### src/rtl/jt12_eg_pkg.sv
// Shared definitions for the envelope-phase tracker: phase encoding, the sustain limit
// and the reset value of a stored slot entry.
package jt12_eg_pkg;

    typedef logic [1:0] eg_state_t;

    localparam eg_state_t EG_ATTACK  = 2'd0;
    localparam eg_state_t EG_DECAY   = 2'd1;
    localparam eg_state_t EG_SUSTAIN = 2'd2;
    localparam eg_state_t EG_RELEASE = 2'd3;

    localparam logic [4:0] EG_SL_MAX = 5'h1F;

    // A stored entry is {phase, previous key-on level}; reset leaves every slot released and keyed off.
    localparam logic [2:0] EG_ENTRY_RST = {EG_RELEASE, 1'b0};

    // Sustain level 15 maps to the very bottom of the attenuation range, not to 15.
    function automatic logic [4:0] sl_threshold(input logic [3:0] sl);
        return (sl == 4'hF) ? EG_SL_MAX : {1'b0, sl};
    endfunction

endpackage

### src/rtl/jt12_sh_rst.sv
// Circulating shift register with a synchronous reset value; din enters stage 0 and
// drop is the last stage, so a word reappears at drop after 'stages' clk_en cycles.
module jt12_sh_rst #(
    parameter int                 width  = 5,
    parameter int                 stages = 32,
    parameter logic [width-1:0]   rstval = '0
) (
    input  logic             clk,
    input  logic             rst,
    input  logic             clk_en,
    input  logic [width-1:0] din,
    output logic [width-1:0] drop
);

    logic [width-1:0] bits [stages];

    always_ff @(posedge clk) begin
        if (rst) begin
            for (int i = 0; i < stages; i++) begin
                bits[i] <= rstval;
            end
        end else if (clk_en) begin
            bits[0] <= din;
            for (int i = 1; i < stages; i++) begin
                bits[i] <= bits[i-1];
            end
        end
    end

    assign drop = bits[stages-1];

endmodule

### src/rtl/jt12_eg_state.sv
// Per-slot ADSR phase tracker fed by the serial key-on stream; one slot per clk_en.
// Optional build macro JT12_EG_SLOT_CNT_EN adds the slot_cnt debug/alignment output.
module jt12_eg_state
    import jt12_eg_pkg::*;
#(
    parameter int num_ch = 6
) (
    input  logic       clk,
    input  logic       rst,
    input  logic       clk_en,
    input  logic       keyon_I,
    input  logic [9:0] eg_in,
    input  logic [3:0] sl,
    output eg_state_t  state_out,
    output logic       keyon_now,
    output logic       keyoff_now,
    output logic       pg_rst
`ifdef JT12_EG_SLOT_CNT_EN
    ,
    output logic [4:0] slot_cnt
`endif
);

    localparam int S = 4 * num_ch;

    logic [2:0] tail;
    logic [2:0] head;
    eg_state_t  cur_state;
    eg_state_t  next_state;
    logic       kon_prev;
    logic       kon_edge;
    logic       koff_edge;

    // The tail entry always belongs to the slot currently on keyon_I/eg_in/sl.
    jt12_sh_rst #(
        .width  (3),
        .stages (S),
        .rstval (EG_ENTRY_RST)
    ) u_store (
        .clk    (clk),
        .rst    (rst),
        .clk_en (clk_en),
        .din    (head),
        .drop   (tail)
    );

    assign cur_state = tail[2:1];
    assign kon_prev  = tail[0];

    always_comb begin
        kon_edge  = keyon_I & ~kon_prev;
        koff_edge = ~keyon_I & kon_prev;
    end

    // Edges take priority over the level-driven attack/decay exits.
    always_comb begin
        next_state = cur_state;
        if (kon_edge) begin
            next_state = EG_ATTACK;
        end else if (koff_edge) begin
            next_state = EG_RELEASE;
        end else begin
            case (cur_state)
                EG_ATTACK: if (eg_in == 10'd0) next_state = EG_DECAY;
                EG_DECAY:  if (eg_in[9:5] >= sl_threshold(sl)) next_state = EG_SUSTAIN;
                default:   next_state = cur_state;
            endcase
        end
    end

    assign head = {next_state, keyon_I};

    always_ff @(posedge clk) begin
        if (rst) begin
            state_out  <= EG_RELEASE;
            keyon_now  <= 1'b0;
            keyoff_now <= 1'b0;
            pg_rst     <= 1'b0;
        end else if (clk_en) begin
            state_out  <= next_state;
            keyon_now  <= kon_edge;
            keyoff_now <= koff_edge;
            pg_rst     <= kon_edge;
        end
    end

`ifdef JT12_EG_SLOT_CNT_EN
    localparam logic [4:0] LAST_SLOT = 5'(S - 1);

    // in_cnt tracks the slot on the inputs; slot_cnt lags it by one like the other outputs.
    logic [4:0] in_cnt;

    always_ff @(posedge clk) begin
        if (rst) begin
            in_cnt   <= 5'd0;
            slot_cnt <= 5'd0;
        end else if (clk_en) begin
            in_cnt   <= (in_cnt == LAST_SLOT) ? 5'd0 : in_cnt + 5'd1;
            slot_cnt <= in_cnt;
        end
    end
`endif

endmodule

### config.mk
export PLATFORM = sky130hd
export DESIGN_NAME = jt12_eg_state
export DESIGN_NICKNAME = d
export VERILOG_FILES = /design/src/rtl/jt12_eg_pkg.sv /design/src/rtl/jt12_sh_rst.sv /design/src/rtl/jt12_eg_state.sv
export SDC_FILE = /design/constraint.sdc
export NUM_CORES = 1
export LEC_CHECK = 0
export ABC_CLOCK_PERIOD_IN_PS = 6600
export BUFFER_PORTS_ARGS = -buffer_cell sky130_fd_sc_hd__buf_2
export CAP_MARGIN = 15
export CORE_ASPECT_RATIO = 1.25
export CORE_MARGIN = 4
export CORE_UTILIZATION = 53
export DETAILED_ROUTE_END_ITERATION = 8
export MAX_ROUTING_LAYER = met4
export PLACE_DENSITY_LB_ADDON = 0.12
export SKIP_LAST_GASP = 1
export SYNTH_ARGS = -nofsm -noshare
export SYNTH_HDL_FRONTEND = slang
export SYNTH_SLANG_ARGS = --single-unit
export TNS_END_PERCENT = 1
### constraint.sdc
create_clock -name clk -period 6.6 [get_ports clk]
set_input_delay 0.33 -clock clk [delete_from_list [all_inputs] [get_ports clk]]
set_output_delay 0.33 -clock clk [all_outputs]
set_load 0.03 [all_outputs]
# Word level (Yosys, flattened, before mapping)
# Memory sizes are Yosys's and may differ from the RTL's.
# Index checks and enable logic that the tools add are counted.
op_classes:
  addsub: 0
  div: 0
  shift: 0
  mul: 0
  muxes: 35
  bitwise: 28
  n_eq_ne: 2
  n_reduce_logical: 2
  n_lt_le_gt_ge: 1
op_table:
  columns: ["operator", "count"]
  rows:
  - ["$mux 3", 24]
  - ["$or 1x1->1", 24]
  - ["$logic_not 10->1", 1]
  - ["$mux 2", 4]
  - ["$ge 5x5->1", 1]
  - ["$mux 1", 5]
  - ["$mux 5", 1]
  - ["$eq 4x4->1 const B", 1]
  - ["$pmux 2 s2", 1]
  - ["$and 1x1->1", 2]
  - ["$eq 2x1->1 const B", 1]
  - ["$logic_not 2->1", 1]
  - ["$not 1->1", 2]
word_totals:
  elab_cells: 72
  ramBits: 72
  register_bits: 4
  rom_bits: 0
  memories: 1
  output_inout_bits: 5
  inputBits: 18
  latchBits: 0
memory_table:
  columns: ["name", "depth", "word_bits", "read_ports", "rd_ports_with_merged_regs", "write_ports", "line", "source"]
  rows:
  - ["u_store.bits", 24, 3, 24, 0, 24, "jt12_sh_rst.sv:15", "logic [width-1:0] bits [stages];"]

# Longest topological paths before layout
# Gate-level depths: netlist (run 1).
depth:
  depth_word: 8
  depth_mapped: 7
  depth_no_buf: 7

# By module
# From an unflattened synthesis (run 1), not the netlist that was laid out.
unflattened:
  cells_unflattened: 207
  area_unflattened_um2: 3261.9
modules_own_cells:
  columns: ["module", "instances", "cells_per_inst", "seq_area_each_um2", "area_each_um2"]
  rows:
  - ["jt12_sh_rst", 1, 162, 2162.1, 2902.8]
  - ["jt12_eg_state", 1, 45, 80.1, 359.1]

# Least setup slack after synthesis (run 1)
# No wires, ideal clock.
synth_path:
  path_kind: "input-to-reg"
  startpoint: "input rst"
  endpoint: "memory u_store.bits[0][0] (enable)"
  setup_time_ps: 438
  t_arrival_ps: 1993
  path_slack_ps: 4169
  n_path_buf: 0
  required_ps: 6162
  stages: 1
  path_cell_list: "or2_1"
synth_lines:
  columns: ["item", "line", "source"]
  rows:
  - ["start, declared", "jt12_eg_state.sv:9", "input logic rst,"]
  - ["end, declared", "jt12_sh_rst.sv:15", null]

==> results of run 1 <==
## final cells by class
| type | count | area [sq um] | share of cell area |
|---|---|---|---|
| flip-flops and latches | 76 | 2240 | 0.663 |
| multi-input cells | 103 | 724 | 0.214 |
| clock buffers | 10 | 128 | 0.0378 |
| repair buffers | 23 | 118 | 0.0348 |
| well taps | 64 | 80.1 | 0.0237 |
| clock inverters | 5 | 53.8 | 0.0159 |
| inverters | 9 | 33.8 | 0.0100 |
## kinds of logic (layout without fill, tap and decap cells)
group	after synthesis	in the layout	share of synthesized area
AOI/OAI and AO/OA	9	9	0.0350
adders and majority gates	6	6	0.0243
buffers and inverters	19	47	0.0251
DFF	76	76	0.739
and+or+nand+nor	88	88	0.177
## synthesized netlist by cell type, drive strengths merged
master   count  area share
a31oi        1      0.0070
and2        18       0.037
ha           5       0.021
dfxtp        4       0.026
nand2b      36       0.074
buf          2      0.0041
o22ai        1      0.0021
nand4        1      0.0021
maj3         1      0.0037
inv          9       0.011
or2         13       0.027
nor4         2      0.0041
edfxtp      72        0.71
a2111oi      1      0.0049
nor3         2      0.0033
and2b        1      0.0033
clkbuf       8      0.0099
nand2        2      0.0025
o21ai        2      0.0070
nor2b        7       0.014
and3         1      0.0021
a2bb2oi      1      0.0049
a21oi        1      0.0016
nor2         3      0.0037
a21o         1      0.0025
nand3        2      0.0033
o221ai       1      0.0049
## stage by stage
stage	setup slack, ps	cell area, sq um	hold WS [ps]
2_1_floorplan	4170	3040	477
3_3_place_gp	4410	3200	452
3_5_place_dp	4310	3200	475
4_1_cts	4670	3380	261
5_1_grt	4470	3380	271
6_report	4680	3380	277
## report_power, final
part / internal (mW) / switching (mW)
Combinational: 0.0142 / 0.0278
Sequential: 0.539 / 0.00418
Clock: 0.171 / 0.158
Total: 0.724 / 0.190
## worst max-delay path by stage
stage / start / to / slack [ps] / depth (start not counted)
5_1_grt: rst / u_store.bits[0][2] / 4470 / 5
4_1_cts: rst / u_store.bits[0][2] / 4670 / 5
6_report: rst / u_store.bits[0][2] / 4680 / 5
2_1_floorplan: rst / u_store.bits[0][0] / 4170 / 1
3_3_place_gp: rst / u_store.bits[0][2] / 4410 / 5
3_5_place_dp: rst / u_store.bits[0][2] / 4310 / 5
## registers in the layout (all words and copies together), names as in the netlist
register / cells
u_store.bits: 72
state_out: 2
keyoff_now: 1
pg_rst: 1
## metal layers
layer  track usage  wire length [um]  vias to the layer above
met5             -                 0                        -
met4        0.0787                63                        0
met3        0.0402               239                        5
met2         0.180              1990                       30
met1         0.190              2000                      719
li1              -                 -                      735
## tightest hold or removal path, cell delays in order
cell and delay [ps]:
sky130_fd_sc_hd__buf_2 120, sky130_fd_sc_hd__nand3_1 60, sky130_fd_sc_hd__a21oi_1 60
==> impl_metrics.ini, run 1 <==
[drt]
vias = 1489
detail_route.wl_per_cell_um = 14.8
detail_route.drc_violations = 0
drtIter0Drc = 187
via_per_inst = 5.13
postRouteWirelength_um = 4290
detailedRoute.firstPassIterationCount = 4
postRouteAntennaNets = 0

[finish]
utilization = 0.617
mostFrequentLayoutCell = sky130_fd_sc_hd__edfxtp_1
finalNonFillerCells = 290
antenna_cells_inserted = 0
layout.cells.most_common_list = sky130_fd_sc_hd__edfxtp_1 (72), sky130_fd_sc_hd__nand2b_1 (36), sky130_fd_sc_hd__buf_2 (22)
layout.filler_cells = 432
area_delta_synth_final_pct = 11.3
nNetsFinal = 245
fraction_of_layout_instances_using_a_drive_strength_above_1 = 0.252

[synth]
proportion_of_synthesized_chip_area_in_sequential_cells = 0.739
post_synth_instance_area_sq_mm = 0.00304
syn_nets = 221
distinct_cell_type_count_after_synthesis = 30
synthCells = 198
avg_cell_area_syn_sq_um = 15.3
ys_ff_latch = 76
synth_warnings = 0

[power_and_ir_drop]
p_total_uw = 913
leakage_nw = 1.09
powerDensity_mw_per_mm2 = 270
vdd.ir_drop.worst_mv = 0.143

[clocking]
cts-root-to-sink-buffers = 2
post_cts_hold_buffer_count = 0
cts.repair.resized = 0
htreeDepth = 3
cts.root.buffer_cell = sky130_fd_sc_hd__clkbuf_8
clk_latency_ps = 340
post-cts-setup-buffer-count = 0
clkTransAtPathRegs_ps = 70
tritoncts.num_buffers = 9
tritoncts = built
cts.sink_count = 76

[setup_path]
timing.critical_path.from_type = primary input
r2r_setup_slack_ps = 4990
reg_to_reg_critical_path_startpoint = u_store.bits[0][71]
r2r_cells = 5
family_with_the_most_delay_on_the_worst_path = simple AND/OR/NAND/NOR gates
critPathArrivalTime_ps = 2000
timing_worst_setup_path_type = primary input to register
worstPathCellList = buf_2, nor2b_4, inv_1, a2111oi_2, nor2_1
critical-path-slowest-cell = sky130_fd_sc_hd__nor2b_4
crit_buf_inv = 2
timing.critical_path.slowest_cell_delay_ps = 840
crit_path_max_fanout = 55
worst_ep_required_time_ps = 6680
critical_path.reg2reg.endpoint = u_store.bits[0][1]
critical_path.endpoint_type = register

[timing]
period_share = 0.291
setup_viol_count_final = 0
worst_clock_skew_ps = 10.8
timing.slew.headroom = 0.307
report.final.hold_viol_count = 0
max_clock_freq_mhz = 521
grt_setup_unrepaired = false
worstMarginPinSlew_ps = 1040
fin_setup_tns_ps = 0
drv_slew = 0
final_period_minus_worst_setup_slack_ps = 1920

[min_path]
worstHoldStart = clk_en
timing.hold.worst_path_depth = 3
min-delay-path-class = primary input to register
whs_endpoint = keyoff_now

[place]
place.detailed.instances = 275
dp_hpwl_um = 2450
gp_congestion = 0.721
buffer_ports.inserted = 22

[global_routing]
globalRoute.totalOverflow = 0
grtUsageTotal = 0.138
first_global_vias = 1424
wire_length_of_the_first_global_routing_pass_um = 6730
grt_max_degree = 76
number_of_antenna_violations_at_the_first_check_in_global_routing = 0

[floorplanning]
core_region_area_sq_mm = 0.00548
floorplan.die.height_um = 92.6
placement_rows = 30
die-area_sq_mm = 0.00701
ios = 23
initial_utilization = 0.554
floorplan.die.width_um = 75.7

[job]
max_cap_violations = 0

[outcome]
run_status = complete, no violations
No activity file was read; power rests on OpenSTA's default activity.
==> run 2, diff against run 1 <==
--- a/config.mk
+++ b/config.mk
@@ -5,7 +5,7 @@
 export SDC_FILE = /design/constraint.sdc
 export NUM_CORES = 1
 export LEC_CHECK = 0
-export ABC_CLOCK_PERIOD_IN_PS = 6600
+export ABC_CLOCK_PERIOD_IN_PS = 1700
 export BUFFER_PORTS_ARGS = -buffer_cell sky130_fd_sc_hd__buf_2
 export CAP_MARGIN = 15
 export CORE_ASPECT_RATIO = 1.25
==> constraint.sdc (replaced) <==
create_clock -name clk -period 1.7 [get_ports clk]
set_input_delay 0.085 -clock clk [delete_from_list [all_inputs] [get_ports clk]]
set_output_delay 0.085 -clock clk [all_outputs]
set_load 0.03 [all_outputs]
==> impl_metrics.ini, run 2 (synthesis gave the netlist of run 1 again) <==
[outcome]
run_status = complete, no violations

[finish]
nNetsFinal = 246
fraction_of_layout_instances_using_a_drive_strength_above_1 = 0.263
biggestRegsByFlops = u_store.bits: 72 flops, state_out: 2 flops
sequential_standard_cell_area_sq_mm = 0.00224
largest_register_ffs = 72
finalNonFillerCells = 292
area_delta_synth_final_pct = 11.8
antenna_cells_inserted = 0
layout.cells.most_common_list = sky130_fd_sc_hd__edfxtp_1 (72), sky130_fd_sc_hd__nand2b_1 (36), sky130_fd_sc_hd__buf_2 (22)
layout.filler_cells = 418
mostFrequentLayoutCell = sky130_fd_sc_hd__edfxtp_1
postLayoutCellArea_sq_mm = 0.00339
multi_input_area_sq_um = 724
max_flop_register = u_store.bits
utilization = 0.619

[timing]
worstMarginPinSlew_ps = 456
report.final.hold_viol_count = 0
setup_viol_count_final = 0
final.hold.worst_slack_ps = 17.5
period_share = 0.929
timing.slew.headroom = 0.696
max_clock_freq_mhz = 633
drv_slew = 0
final_period_minus_worst_setup_slack_ps = 1580
fin_setup_tns_ps = 0
worst_clock_skew_ps = 6.77
finalWorstSetupSlack_ps = 120
grt_setup_unrepaired = false

[power_and_ir_drop]
powerDensity_mw_per_mm2 = 1030
p_total_mw = 3.48
vdd.ir_drop.worst_mv = 0.593
leakage_nw = 1.09

[floorplanning]
floorplan.die.height_um = 92.6
initial_utilization = 0.554
die-area_sq_mm = 0.00701
ios = 23
floorplan.die.width_um = 75.7
placement_rows = 30
core_region_area_sq_mm = 0.00548

[global_routing]
first_global_vias = 1480
grtUsageTotal = 0.144
number_of_antenna_violations_at_the_first_check_in_global_routing = 0
grt_max_degree = 76
wire_length_of_the_first_global_routing_pass_um = 7110
globalRoute.totalOverflow = 0

[drt]
routed-wl-met3_um = 290
via_per_inst = 5.21
detail_route.drc_violations = 0
met2_length_um = 1980
vias = 1521
detail_route.wl_per_cell_um = 15.0
postRouteWirelength_um = 4380
highest_layer = met4
detailedRoute.firstPassIterationCount = 4
postRouteAntennaNets = 0
drt-met1-wl_um = 2060
drtIter0Drc = 74

[clocking]
post_cts_hold_buffer_count = 0
tritoncts.num_buffers = 9
cts.root.buffer_cell = sky130_fd_sc_hd__clkbuf_8
tritoncts = built
cts.sink_count = 76
clk_latency_ps = 340
htreeDepth = 3
post-cts-setup-buffer-count = 0
cts.repair.resized = 0
clkTransAtPathRegs_ps = 80
cts-root-to-sink-buffers = 2

[setup_path]
reg_to_reg_critical_path_startpoint = u_store.bits[0][71]
r2r_cells = 5
timing_worst_setup_path_type = register to register
critical-path-slowest-cell = sky130_fd_sc_hd__edfxtp_1
r2r_setup_slack_ps = 120
timing.critical_path.slowest_cell_delay_ps = 430
critical_path.endpoint_type = register
timing.critical_path.from_type = register
worstPathCellList = and2b_4, nand3_1, o221ai_2, maj3_2, nand2_1
critPathArrivalTime_ps = 1660
critical_path.reg2reg.endpoint = u_store.bits[0][1]
worst_ep_required_time_ps = 1780
crit_path_max_fanout = 3

[place]
buffer_ports.inserted = 22
place_area_sq_mm = 0.00322
dp_hpwl_um = 2650
gp_congestion = 0.795
place.detailed.instances = 276
dp_worst_setup_slack_ps = 48.5

[min_path]
timing.hold.worst_path_depth = 3
min-delay-path-class = primary input to register
worstHoldStart = clk_en
whs_endpoint = keyoff_now

[job]
max_cap_violations = 0
==> run 2: cell count changes in the layout (fill, tap and decap cells not counted) <==
cell,delta
sky130_fd_sc_hd__clkbuf_1,-1
sky130_fd_sc_hd__clkinvlp_4,+1
sky130_fd_sc_hd__clkinv_2,-1
sky130_fd_sc_hd__clkinv_4,+2
sky130_fd_sc_hd__bufinv_16,-1
sky130_fd_sc_hd__buf_12,+1
sky130_fd_sc_hd__inv_6,+1
==> run 2: cell type report <==
type | count | area share
flip-flops and latches | 76 | 0.661
multi-input cells | 103 | 0.213
repair buffers | 24 | 0.0405
clock buffers | 9 | 0.0365
well taps | 64 | 0.0236
clock inverters | 7 | 0.0155
inverters | 9 | 0.00995
==> run 2: worst max-delay path by stage <==
stage                                   start            endpoint  cells past startpoint
final                     u_store.bits[0][71]  u_store.bits[0][1]                      5
after global routing      u_store.bits[0][71]  u_store.bits[0][1]                      5
after CTS                 u_store.bits[0][71]  u_store.bits[0][1]                      5
after detailed placement                sl[2]  u_store.bits[0][2]                      8
after global placement               eg_in[7]  u_store.bits[0][2]                      7
after floorplan           u_store.bits[0][71]  u_store.bits[0][1]                      5
==> run 2: worst max-delay path, delay by kind of cell (launching register included) <==
kind / cells / cell delay [ps]
AO/OA/AOI/OAI: 1 / 190
AND/OR/NAND/NOR: 3 / 460
adder cells (fa/ha/maj): 1 / 240
flip-flops: 1 / 430
==> run 2: layer usage <==
layer / up-vias / track usage
met5: - / -
met1: 740 / 0.194
li1: 741 / -
met3: 4 / 0.0586
met2: 36 / 0.189
met4: 0 / 0.0685
==> run 2: where the power goes <==
group          internal [mW]  total (mW)  switching, mW
combinational         0.0603       0.171          0.111
sequential              2.09        2.10         0.0150
clock                  0.533        1.21          0.673
==> run 3, diff against run 2 <==
--- a/config.mk
+++ b/config.mk
@@ -9,7 +9,7 @@
 export BUFFER_PORTS_ARGS = -buffer_cell sky130_fd_sc_hd__buf_2
 export CAP_MARGIN = 15
 export CORE_ASPECT_RATIO = 1.25
-export CORE_MARGIN = 4
+export CORE_MARGIN = 3
 export CORE_UTILIZATION = 53
 export DETAILED_ROUTE_END_ITERATION = 8
 export MAX_ROUTING_LAYER = met4
==> impl_metrics.ini, run 3 (synthesis gave the netlist of run 1 again) <==
[clocking]
cts-root-to-sink-buffers = 2
cts.sink_count = 76
clkTransAtPathRegs_ps = 80
post-cts-setup-buffer-count = 0
cts.repair.resized = 0
cts.root.buffer_cell = sky130_fd_sc_hd__clkbuf_8
tritoncts = built
clk_latency_ps = 340
htreeDepth = 3
tritoncts.num_buffers = 9
post_cts_hold_buffer_count = 0

[global_routing]
wire_length_of_the_first_global_routing_pass_um = 7350
globalRoute.totalOverflow = 0
grt_max_degree = 55
number_of_antenna_violations_at_the_first_check_in_global_routing = 0
first_global_vias = 1507
grtUsageTotal = 0.154

[setup_path]
worstPathCellList = nor4_1, and3_1, o221ai_2, maj3_2, nand2_1
family_with_the_most_delay_on_the_worst_path = simple AND/OR/NAND/NOR gates
critPathArrivalTime_ps = 1840
timing.critical_path.slowest_cell_delay_ps = 430
timing_worst_setup_path_type = register to register
r2r_setup_slack_ps = 70
crit_buf_inv = 0
worst_ep_required_time_ps = 1910
critical-path-slowest-cell = sky130_fd_sc_hd__edfxtp_1
timing.critical_path.from_type = register
crit_path_max_fanout = 3
critical_path.endpoint_type = register

[finish]
fraction_of_layout_instances_using_a_drive_strength_above_1 = 0.262
utilization = 0.636
mostFrequentLayoutCell = sky130_fd_sc_hd__edfxtp_1
antenna_cells_inserted = 0
layout.cells.most_common_list = sky130_fd_sc_hd__edfxtp_1 (72), sky130_fd_sc_hd__nand2b_1 (36), sky130_fd_sc_hd__buf_2 (22)
largest_register_ffs = 72
area_delta_synth_final_pct = 14.8
biggestRegsByFlops = u_store.bits: 72 flops, state_out: 2 flops
nNetsFinal = 247
max_flop_register = u_store.bits

[power_and_ir_drop]
vdd.ir_drop.worst_mv = 1.03
power.share.clock = 0.412
power.share.sequential = 0.541
powerDensity_mw_per_mm2 = 1110
combinationalPowerShare = 0.047
leakage_nw = 1.14
cell_internal_pwr_mw = 3.13
power.net_switching_uw = 753
swShare = 0.194

[drt]
via_per_inst = 5.25
routed-wl-met3_um = 269
detailedRoute.firstPassIterationCount = 4
drtIter0Drc = 58
postRouteAntennaNets = 0
drt-met1-wl_um = 2120
detail_route.drc_violations = 0
highest_layer = met4
met2_length_um = 1900
postRouteWirelength_um = 4420
vias = 1537
detail_route.wl_per_cell_um = 15.1

[place]
dp_hpwl_um = 2590
buffer_ports.inserted = 22
dp_worst_setup_slack_ps = 69.1
gp_congestion = 0.789

[floorplanning]
floorplan.die.width_um = 73.7
initial_utilization = 0.554
placement_rows = 30
floorplan.die.height_um = 90.6
ios = 23
core_region_area_sq_mm = 0.00548
die-area_sq_mm = 0.00668

[timing]
worstMarginPinSlew_ps = 326
drv_slew = 0
report.final.hold_viol_count = 0
setup_viol_count_final = 0
period_share = 0.959
max_clock_freq_mhz = 613
grt_setup_unrepaired = false
timing.slew.headroom = 0.783
finalWorstSetupSlack_ps = 69.3
worst_clock_skew_ps = 10.2
final_period_minus_worst_setup_slack_ps = 1630
fin_setup_tns_ps = 0

[job]
max_cap_violations = 0

[outcome]
run_status = complete, no violations

[min_path]
min-delay-path-class = primary input to register
[run 3: cell types whose count changed in the layout (fill, tap and decap cells not counted), sizes merged]
cell / previous run / this run
buf: 24 / 25
bufinv: 0 / 3
clkbuf: 9 / 11
clkinv: 3 / 1
clkinvlp: 3 / 1
inv: 10 / 9
[run 3: through the flow]
stage                     cells  total power, mW  hold WS [ps]  instance area (sq um)
final                       293             3.88          27.8                   3480
after global placement      277             2.32           371                   3250
after global routing        293             4.02          24.5                   3480
after detailed placement    277             2.33           380                   3250
after CTS                   293             3.93          15.7                   3480
after floorplan             198             2.26           237                   3040
[run 3: final timing paths]
path / start / to / cells after the start
max: u_store.bits[0][71] / u_store.bits[0][1] / 5
min: clk_en / keyoff_now / 3
max reg2reg: u_store.bits[0][71] / u_store.bits[0][1] / 5
min reg2reg: keyoff_now / keyoff_now / 2
[run 3: power by group through the flow]
| stage | combinational [mW] | sequential (mW) | clock [mW] |
|---|---|---|---|
| floorplan | 0.106 | 2.15 | 0 |
| global placement | 0.174 | 2.14 | 0 |
| detailed placement | 0.186 | 2.14 | 0 |
| CTS | 0.187 | 2.10 | 1.64 |
| global route | 0.202 | 2.11 | 1.71 |
| finish | 0.182 | 2.10 | 1.60 |
[run 3: routing by layer]
metal  track usage  up-vias
li1              -      736
met1         0.215      747
met2         0.192       40
met3        0.0512       14
met4        0.0967        0
met5             -        -
[run 3: worst register-to-register path: cells and delay by family, from the launching register on]
| kind | cells | cell delay (ps) |
|---|---|---|
| fa+ha+maj | 1 | 330 |
| simple gates | 3 | 650 |
| flops | 1 | 430 |
| compound gates | 1 | 110 |
[run 3: area by class of cell]
cell class	instances	area, sq um
Clock inverter	5	103
Fill cell	407	2000
Sequential cell	76	2240
Tap cell	64	80.1
Inverter	9	33.8
Clock buffer	11	131
Multi-Input combinational cell	103	724
Timing Repair Buffer	25	170
